===== config.mk =====
export PLATFORM = sky130hd
export DESIGN_NAME = register_pipe
export DESIGN_NICKNAME = d
export VERILOG_FILES = /design/src/rtl/register_pipe.sv
export SDC_FILE = /design/constraint.sdc
export NUM_CORES = 1
export LEC_CHECK = 0
export BUFFER_PORTS_ARGS = -buffer_cell sky130_fd_sc_hd__buf_2
export CAP_MARGIN = 20
export CORE_MARGIN = 2
export CORE_UTILIZATION = 33
export CTS_BUF_LIST = sky130_fd_sc_hd__clkbuf_16
export DETAILED_ROUTE_END_ITERATION = 8
export GPL_TIMING_DRIVEN = 0
export SETUP_SLACK_MARGIN = 0.15
export SLEW_MARGIN = 30
export SYNTH_ARGS = -nofsm -noshare
export SYNTH_HDL_FRONTEND = slang
export SYNTH_SLANG_ARGS = --single-unit

===== constraint.sdc =====
create_clock -name clk -period 1.67 [get_ports clk]
set_input_delay 0.0835 -clock clk [delete_from_list [all_inputs] [get_ports clk]]
set_output_delay 0.0835 -clock clk [all_outputs]
set_load 0.02 [all_outputs]

===== src/rtl/register_pipe.sv =====
// Retiming pipe of DEPTH registers with per-stage valids and a valid/ready handshake.
// Supports bubble-collapsing or global-stall advance, plus flush and occupancy reporting.
module register_pipe #(
  parameter int                 SZ_DATA         = 8,
  parameter int                 DEPTH           = 3,
  parameter logic [SZ_DATA-1:0] RST_STATE       = '0,
  parameter bit                 BUBBLE_COLLAPSE = 1'b1
) (
  input  logic                         clk,
  input  logic                         rst,
  input  logic                         flush,
  input  logic                         in_valid,
  output logic                         in_ready,
  input  logic [SZ_DATA-1:0]           in_data,
  output logic                         out_valid,
  input  logic                         out_ready,
  output logic [SZ_DATA-1:0]           out_data,
  output logic [$clog2(DEPTH+1)-1:0]   occupancy
);

  localparam int SZ_OCC = $clog2(DEPTH + 1);

  logic [DEPTH-1:0]   r_valid;
  logic [SZ_DATA-1:0] r_data [DEPTH];
  logic [SZ_OCC-1:0]  r_occ;

  logic [DEPTH-1:0]   w_adv;
  logic [DEPTH-1:0]   w_src_valid;
  logic [SZ_DATA-1:0] w_src_data [DEPTH];
  logic [DEPTH-1:0]   w_valid_next;
  logic [DEPTH-1:0]   w_load;
  logic [SZ_OCC-1:0]  w_occ_next;
  logic               w_in_ready;

  generate
    if (BUBBLE_COLLAPSE) begin : g_collapse
      // Walk from the output back so a stage may advance whenever any hole lies ahead of it.
      always_comb begin
        logic w_chain;
        w_adv   = '0;
        w_chain = out_ready;
        for (int i = DEPTH - 1; i >= 0; i--) begin
          w_chain  = !r_valid[i] | w_chain;
          w_adv[i] = w_chain;
        end
      end
    end else begin : g_global
      logic w_stall;
      assign w_stall = r_valid[DEPTH-1] & !out_ready;
      assign w_adv   = {DEPTH{!w_stall}};
    end
  endgenerate

  assign w_in_ready = w_adv[0] & !flush & !rst;

  genvar gi;
  generate
    for (gi = 0; gi < DEPTH; gi++) begin : g_stage
      if (gi == 0) begin : g_head
        assign w_src_valid[gi] = in_valid & w_in_ready;
        assign w_src_data[gi]  = in_data;
      end else begin : g_body
        assign w_src_valid[gi] = r_valid[gi-1];
        assign w_src_data[gi]  = r_data[gi-1];
      end
      // Data only moves under a valid word; flush clears valids but leaves data in place.
      assign w_load[gi]       = w_adv[gi] & w_src_valid[gi] & !flush;
      assign w_valid_next[gi] = !flush & (w_adv[gi] ? w_src_valid[gi] : r_valid[gi]);
    end
  endgenerate

  always_comb begin
    w_occ_next = '0;
    for (int i = 0; i < DEPTH; i++) begin
      w_occ_next = w_occ_next + SZ_OCC'(w_valid_next[i]);
    end
  end

  always_ff @(posedge clk) begin
    if (rst) begin
      r_valid <= '0;
      r_occ   <= '0;
      for (int i = 0; i < DEPTH; i++) begin
        r_data[i] <= RST_STATE;
      end
    end else begin
      r_valid <= w_valid_next;
      r_occ   <= w_occ_next;
      for (int i = 0; i < DEPTH; i++) begin
        if (w_load[i]) begin
          r_data[i] <= w_src_data[i];
        end
      end
    end
  end

  assign in_ready  = w_in_ready;
  assign out_valid = r_valid[DEPTH-1];
  assign out_data  = r_data[DEPTH-1];
  assign occupancy = r_occ;

endmodule


==> load_flow_metrics.sql, run 1 <==
INSERT INTO impl_metrics (metric_group, metric, value, unit) VALUES
('run_status', 'outcome', 'finished, final reports clean', ''),
('global_route', 'gr-total-overflow', '0', ''),
('yosys', 'yosys_most_used_dff', 'edfxtp_1', ''),
('yosys', 'synthesis.instances', '93', ''),
('clocking', 'post_cts_buffers', '0', ''),
('worst_setup_path', 'critical_path_class', 'flip-flop to flip-flop', ''),
('sta', 'final.min_clock_period', '1.427', 'ns'),
('worst_setup_path', 'cp_max_stage_delay', '0.39', 'ns'),
('power_and_ir_drop', 'total_power_consumption_of_the_routed_design', '1.752', 'mW'),
('yosys', 'syn-num-nets', '107', ''),
('route', 'total_via_count_in_the_routed_design', '745', ''),
('sta', 'max_freq', '0.7006', 'GHz'),
('sta', 'finalMaxSlewViolations', '0', ''),
('route', 'drt_drc_violations_left', '0', ''),
('die', 'floorplan.rows', '22', ''),
('clocking', 'tritoncts.num_buffers', '5', ''),
('sta', 'rsz0062_at_grt', 'no', ''),
('yosys', 'yosys_warnings', '0', ''),
('sta', 'pin_slew_with_the_least_headroom_to_its_limit', '0.3832', 'ns'),
('clocking', 'worst_skew_pair.late_latency', '0.27', 'ns'),
('sta', 'finClkSkew', '0.002993', 'ns'),
('worst_setup_path', 'worst_path_max_delay_cell', 'fa_1', ''),
('clocking', 'numClockSinks', '29', ''),
('clocking', 'cts-root-to-sink-buffers', '2', ''),
('die', 'num_io_pins', '25', ''),
('yosys', 'synth_async_sr_flop_share', '0', ''),
('layout', 'antenna_cells_inserted', '0', ''),
('min_path', 'timing.hold.worst.class', 'primary input to flip-flop', ''),
('worst_setup_path', 'critPathMaxFanout', '4', ''),
('clocking', 'cts_tree', 'built', ''),
('route', 'routed_via_density', '4.382', ''),
('die', 'coreArea', '0.003633', 'sq mm'),
('worst_setup_path', 'timing.critical_path.required', '1.82', 'ns'),
('power_and_ir_drop', 'power-per-cell-area', '1123', 'mW/mm^2'),
('yosys', 'synth_enable_flop_cells', '24', ''),
('global_route', 'grt_usage', '0.09967', ''),
('layout', 'area_delta_synth_final', '25.33', '%'),
('layout', 'final_layout_size_suffix_gt1_frac', '0.4098', ''),
('yosys', 'synth_seq_area_share', '0.6593', ''),
('yosys', 'yosys.cell_types.count', '21', ''),
('clocking', 'post_cts_resize_count', '1', ''),
('layout', 'n_fill_cell', '358', ''),
('sta', 'hold_viol_final', '0', ''),
('sta', 'slew_headroom', '0.7436', ''),
('worst_setup_path', 'worst-r2r-setup-slack', '0.24', 'ns'),
('placement', 'placer_congestion_estimate', '0.7657', ''),
('die', 'die_span_in_y', '65.42', 'microns'),
('global_route', 'largest_net_degree_at_the_start_of_global_routing', '11', ''),
('global_route', 'first_global_vias', '684', ''),
('yosys', 'synth_area', '0.001245', 'sq mm'),
('die', 'floorplan.initialDensity', '0.3426', ''),
('route', 'drt_iter0_markers', '18', ''),
('worst_setup_path', 'cp_data_arrival_time', '1.58', 'ns'),
('layout', 'utilization', '0.4294', ''),
('yosys', 'post-synth-top-area-cell', 'edfxtp_1', ''),
('die', 'die_area', '0.004280', 'sq mm'),
('route', 'postRouteWirelength', '1719', 'microns'),
('route', 'route.antenna.remaining_nets', '0', ''),
('sta', 'setup_total_negative_slack', '0', 'ns'),
('route', 'drt_pass1_iterations', '4', ''),
('worst_setup_path', 'cp.buffers_inverters', '0', ''),
('clocking', 'path_clk_slew', '0.05', 'ns'),
('worst_setup_path', 'critical_path.top_delay_family', 'simple AND/OR/NAND/NOR gates', ''),
('worst_setup_path', 'worst_r2r_startpoint', 'r_valid[2]', ''),
('clocking', 'ctsHtreeMaxLevel', '2', ''),
('yosys', 'synth.cells.most_frequent', 'edfxtp_1, and3_1, buf_4', ''),
('clocking', 'clock_tree.root_cell', 'clkbuf_16', ''),
('power_and_ir_drop', 'power_leakage', '0.7184', 'nW'),
('worst_setup_path', 'setup.worst_path.end_class', 'flip-flop', ''),
('yosys', 'postSynthRegisterBits', '29', ''),
('global_route', 'grt_first_pass_wirelength', '3049', 'microns');
==> kinds of logic after synthesis <==
family                     Yosys count  synth area share
buffers and inverters               15           0.08342
AOI/OAI and AO/OA                    7           0.04926
and+or+nand+nor                     41            0.1920
DFF                                 29            0.6593
adders and majority gates            1           0.01608
==> sequential cells by signal, indices dropped and copies added, names as in the netlist <==
| name | cells |
|---|---|
| r_valid | 3 |
| r_data | 24 |
| occupancy | 2 |
==> stage by stage <==
| step | area (sq um) | setup WS [ns] |
|---|---|---|
| 3_5_place_dp | 1419 | 0.1546 |
| 2_1_floorplan | 1249 | 0.1622 |
| 5_1_grt | 1560 | 0.1728 |
| 6_report | 1560 | 0.2427 |
| 3_3_place_gp | 1419 | 0.1658 |
| 4_1_cts | 1555 | 0.1857 |
==> path summary, 6_finish.rpt <==
check                 endpoint  cells after the start
setup reg to reg  occupancy[0]                      5
setup / recovery  occupancy[0]                      5
hold reg to reg   r_data[0][9]                      1
hold / removal      r_valid[0]                      2
==> layout by cell type, fill, tap and decap left out <==
cell type	n
buf_2	24
edfxtp_1	24
and3_1	20
buf_4	8
nor2_1	5
clkbuf_16	5
and3_2	4
dfxtp_1	4
a31o_2	3
nor3_1	3
nand2b_1	2
inv_1	2
nand2_1	2
clkbuf_1	2
buf_6	2
nor2b_1	2
nor2b_4	1
nand3_1	1
a21oi_2	1
a21oi_1	1
or2_1	1
a22o_4	1
o21a_1	1
fa_1	1
clkinv_1	1
dfxtp_2	1
==> routing by layer <==
metal | part of all wire | global-route usage | vias up
met4 | 0.041 | 0.08594 | 0
met1 | 0.48 | 0.1207 | 331
met2 | 0.42 | 0.1352 | 23
met5 | 0 | 0 | -
met3 | 0.062 | 0.04110 | 6
li1 | - | - | 385
==> area by class of cell <==
class,count,area (sq um),area share
buffer,14,100.1,0.06415
clock buffer,5,125.1,0.08019
clock inverter,2,7.507,0.004812
inverter,1,3.754,0.002406
multi-input combinational,49,331.6,0.2125
sequential,29,822.0,0.5269
tap,48,60.06,0.03849
timing repair buffer,22,110.1,0.07057
==> report_power, final <==
part	switching [mW]	internal, mW
logic	0.0683	0.0568
registers	0.00881	0.824
clock network	0.266	0.528
Note: power is estimated with default switching activity, not from simulation.
==> run 2: changes to the inputs <==
- ABC_AREA: default -> 1
==> run 2 against run 1 <==
  * Die area up 8.3%
  * Area after synthesis up 8.8%
  * Register-to-register slack worse by 0.05 ns
  * First-iteration DRC count down 5.6%
  * Critical endpoint unchanged
  * Largest cell class unchanged
  * Largest power group unchanged
==> load_flow_metrics.sql, run 2 <==
INSERT INTO impl_metrics (metric_group, metric, value, unit) VALUES
('global_route', 'largest_net_degree_at_the_start_of_global_routing', '11', ''),
('yosys', 'synthMostInstantiatedCell', 'inv_1', ''),
('clocking', 'cts-root-to-sink-buffers', '2', ''),
('layout', 'final_layout_size_suffix_gt1_frac', '0.4241', ''),
('yosys', 'postSynthRegisterBits', '29', ''),
('sta', 'rsz0062_at_grt', 'yes', ''),
('route', 'routed_wire_length_per_instance', '10.02', 'microns'),
('yosys', 'synth.cells.most_frequent', 'inv_1, edfxtp_1, a21oi_1', ''),
('min_path', 'min_from', 'rst', ''),
('yosys', 'yosys.cell_types.count', '19', ''),
('power_and_ir_drop', 'power_leakage', '0.7719', 'nW'),
('yosys', 'synth_area', '0.001355', 'sq mm'),
('job', 'maxCapViolCount', '0', ''),
('layout', 'most-common-layout-cells', 'inv_1, buf_2, edfxtp_1', ''),
('global_route', 'gr-total-overflow', '0', ''),
('placement', 'port_buffers', '24', ''),
('layout', 'area_delta_synth_final', '26.96', '%'),
('sta', 'finClkSkew', '0.008538', 'ns'),
('power_and_ir_drop', 'ir_drop', '0.0006253', 'V'),
('route', 'routed_via_density', '4.082', ''),
('clocking', 'worst_skew_pair.late_latency', '0.27', 'ns'),
('clocking', 'clock_tree.root_cell', 'clkbuf_16', ''),
('yosys', 'synth_async_sr_flop_share', '0', ''),
('layout', 'n_fill_cell', '400', ''),
('route', 'route.antenna.remaining_nets', '0', ''),
('die', 'die_w', '68.08', 'microns'),
('route', 'postRouteWirelength', '2085', 'microns'),
('route', 'drt_pass1_iterations', '4', ''),
('sta', 'report.final.setup_viol', '0', ''),
('clocking', 'cts_tree', 'built', ''),
('yosys', 'post_synth.cell_area_avg', '11.11', 'sq um'),
('worst_setup_path', 'timing.critical_path.required', '1.83', 'ns'),
('die', 'die_span_in_y', '68.08', 'microns'),
('yosys', 'yosys_warnings', '0', ''),
('worst_setup_path', 'critical_path_class', 'flip-flop to flip-flop', ''),
('placement', 'numPlacedInstances', '196', ''),
('yosys', 'synth_seq_area_share', '0.6057', ''),
('min_path', 'timing.hold.worst.class', 'primary input to flip-flop', ''),
('worst_setup_path', 'worst_r2r_startpoint', 'r_valid[0]', ''),
('sta', 'final.min_clock_period', '1.479', 'ns'),
('sta', 'hold_ws', '0.04882', 'ns'),
('layout', 'antenna_cells_inserted', '0', ''),
('worst_setup_path', 'timing.rr.end', 'occupancy[0]', ''),
('layout', 'registers.top_by_ff_count', 'r_data', ''),
('worst_setup_path', 'worstRegToRegCells', '8', ''),
('placement', 'dpl_cell_area', '0.001539', 'sq mm'),
('sta', 'setup_total_negative_slack', '0', 'ns'),
('die', 'num_io_pins', '25', ''),
('yosys', 'synthesis.instances', '122', ''),
('sta', 'finalMaxSlewViolations', '0', ''),
('clocking', 'ctsHtreeMaxLevel', '2', ''),
('yosys', 'synth_enable_flop_cells', '24', ''),
('yosys', 'syn-num-nets', '136', ''),
('global_route', 'grt_first_pass_wirelength', '3167', 'microns'),
('sta', 'hold_viol_final', '0', ''),
('min_path', 'timing.hold.worst_endpoint', 'occupancy[0]', ''),
('die', 'die_area', '0.004635', 'sq mm'),
('die', 'coreArea', '0.003971', 'sq mm'),
('layout', 'finish.cell_count_without_fillers', '208', ''),
('min_path', 'timing.hold.worst_path_depth', '2', ''),
('layout', 'largest_register_ffs', '24', ''),
('global_route', 'first_global_vias', '713', ''),
('clocking', 'numClockSinks', '29', ''),
('yosys', 'netlist_top_cells_area', 'edfxtp_1, inv_1, dfxtp_1, a21oi_1, a21oi_2', ''),
('worst_setup_path', 'cp_data_arrival_time', '1.64', 'ns'),
('route', 'drt_drc_violations_left', '0', ''),
('clocking', 'path_clk_slew', '0.05', 'ns'),
('power_and_ir_drop', 'power-per-cell-area', '1025', 'mW/mm^2'),
('sta', 'max_freq', '0.6762', 'GHz'),
('yosys', 'netlist.area_leader.share', '0.5319', ''),
('layout', 'layout.cells.most_common', 'inv_1', ''),
('run_status', 'outcome', 'finished, final reports clean', ''),
('yosys', 'post-synth-top-area-cell', 'edfxtp_1', ''),
('global_route', 'antenna_found_initial', '0', ''),
('worst_setup_path', 'worst-r2r-setup-slack', '0.19', 'ns'),
('route', 'total_via_count_in_the_routed_design', '849', ''),
('sta', 'final.period_utilization', '0.8856', ''),
('layout', 'fin_nets', '171', ''),
('placement', 'placer_congestion_estimate', '0.8460', ''),
('worst_setup_path', 'crit_path_start_kind', 'flip-flop', ''),
('worst_setup_path', 'setup.worst_path.end_class', 'flip-flop', ''),
('die', 'floorplan.initialDensity', '0.3412', ''),
('global_route', 'grt_usage', '0.09808', ''),
('worst_setup_path', 'critPathMaxFanout', '3', ''),
('yosys', 'yosys_most_used_dff', 'edfxtp_1', ''),
('die', 'floorplan.rows', '23', ''),
('layout', 'final_non_filler_cell_area', '0.001720', 'sq mm'),
('route', 'drt_iter0_markers', '17', ''),
('sta', 'slew_headroom', '0.5696', ''),
('clocking', 'tritoncts.num_buffers', '5', ''),
('placement', 'dp.final_hpwl', '1433', 'microns'),
('sta', 'pin_slew_with_the_least_headroom_to_its_limit', '0.6412', 'ns');
[run 2: through the flow]
step                      utilization  setup WS (ns)  power, mW
after global placement         0.3875        0.07594     0.9535
after floorplan                     -         0.1253     0.9184
final                          0.4332         0.1911      1.764
after global routing           0.4332         0.1064      1.843
after detailed placement       0.3875      0.0004853     0.9572
after CTS                      0.4285         0.1571      1.781
[run 2: logic make-up (layout without fill, tap and decap cells)]
kind of cell,after synthesis,in the layout,synth area share
and+or+nand+nor,17,17,0.07203
buffers and inverters,45,81,0.1616
DFF,29,29,0.6057
adders and majority gates,1,1,0.01477
AOI/OAI and AO/OA,30,30,0.1459
[run 2: worst max-delay path, stage by stage (launching register included)]
cell	delay, ns
dfxtp_2	0.33
nand4_1	0.18
buf_4	0.20
nand2_1	0.05
nand2_1	0.05
inv_2	0.05
fa_1	0.41
inv_1	0.06
nor2_1	0.04
[run 2: cell type report]
| class | count | area, sq um | share of cell area |
|---|---|---|---|
| multi-input cells | 48 | 326.6 | 0.1898 |
| flip-flops and latches | 29 | 824.5 | 0.4793 |
| repair buffers | 28 | 150.1 | 0.08727 |
| plain buffers | 12 | 95.09 | 0.05527 |
| clock buffers | 5 | 125.1 | 0.07273 |
| well taps | 50 | 62.56 | 0.03636 |
| inverters | 33 | 123.9 | 0.07200 |
| clock inverters | 3 | 12.51 | 0.007273 |
[run 2: layer usage]
metal / track usage / up-vias / routed length (microns)
li1: - / 448 / -
met1: 0.1207 / 372 / 963
met2: 0.1323 / 22 / 930
met3: 0.05428 / 7 / 140
met4: 0.06000 / 0 / 51
met5: 0 / - / 0
[run 2: how the worst max path moves through the flow]
| stage | from | end | slack, ns | cells after the start |
|---|---|---|---|---|
| 4_1_cts | r_valid[1] | occupancy[0] | 0.16 | 8 |
| 5_1_grt | r_valid[0] | occupancy[0] | 0.11 | 8 |
| 6_report | r_valid[0] | occupancy[0] | 0.19 | 8 |
| 3_5_place_dp | r_valid[1] | occupancy[0] | 0.0005 | 8 |
| 2_1_floorplan | r_valid[2] | occupancy[0] | 0.13 | 8 |
| 3_3_place_gp | r_valid[1] | occupancy[0] | 0.08 | 8 |
[run 2: timing repair]
action,4_1_cts,5_1_grt
setup buffers,2,2
resized for setup,3,2
pin swaps,2,5
hold buffers,0,0
endpoints found under the setup margin,10,25
[run 2: power by group]
group | switching (mW) | internal (mW)
Combinational | 0.0725 | 0.0481
Sequential | 0.00772 | 0.819
Clock | 0.282 | 0.535
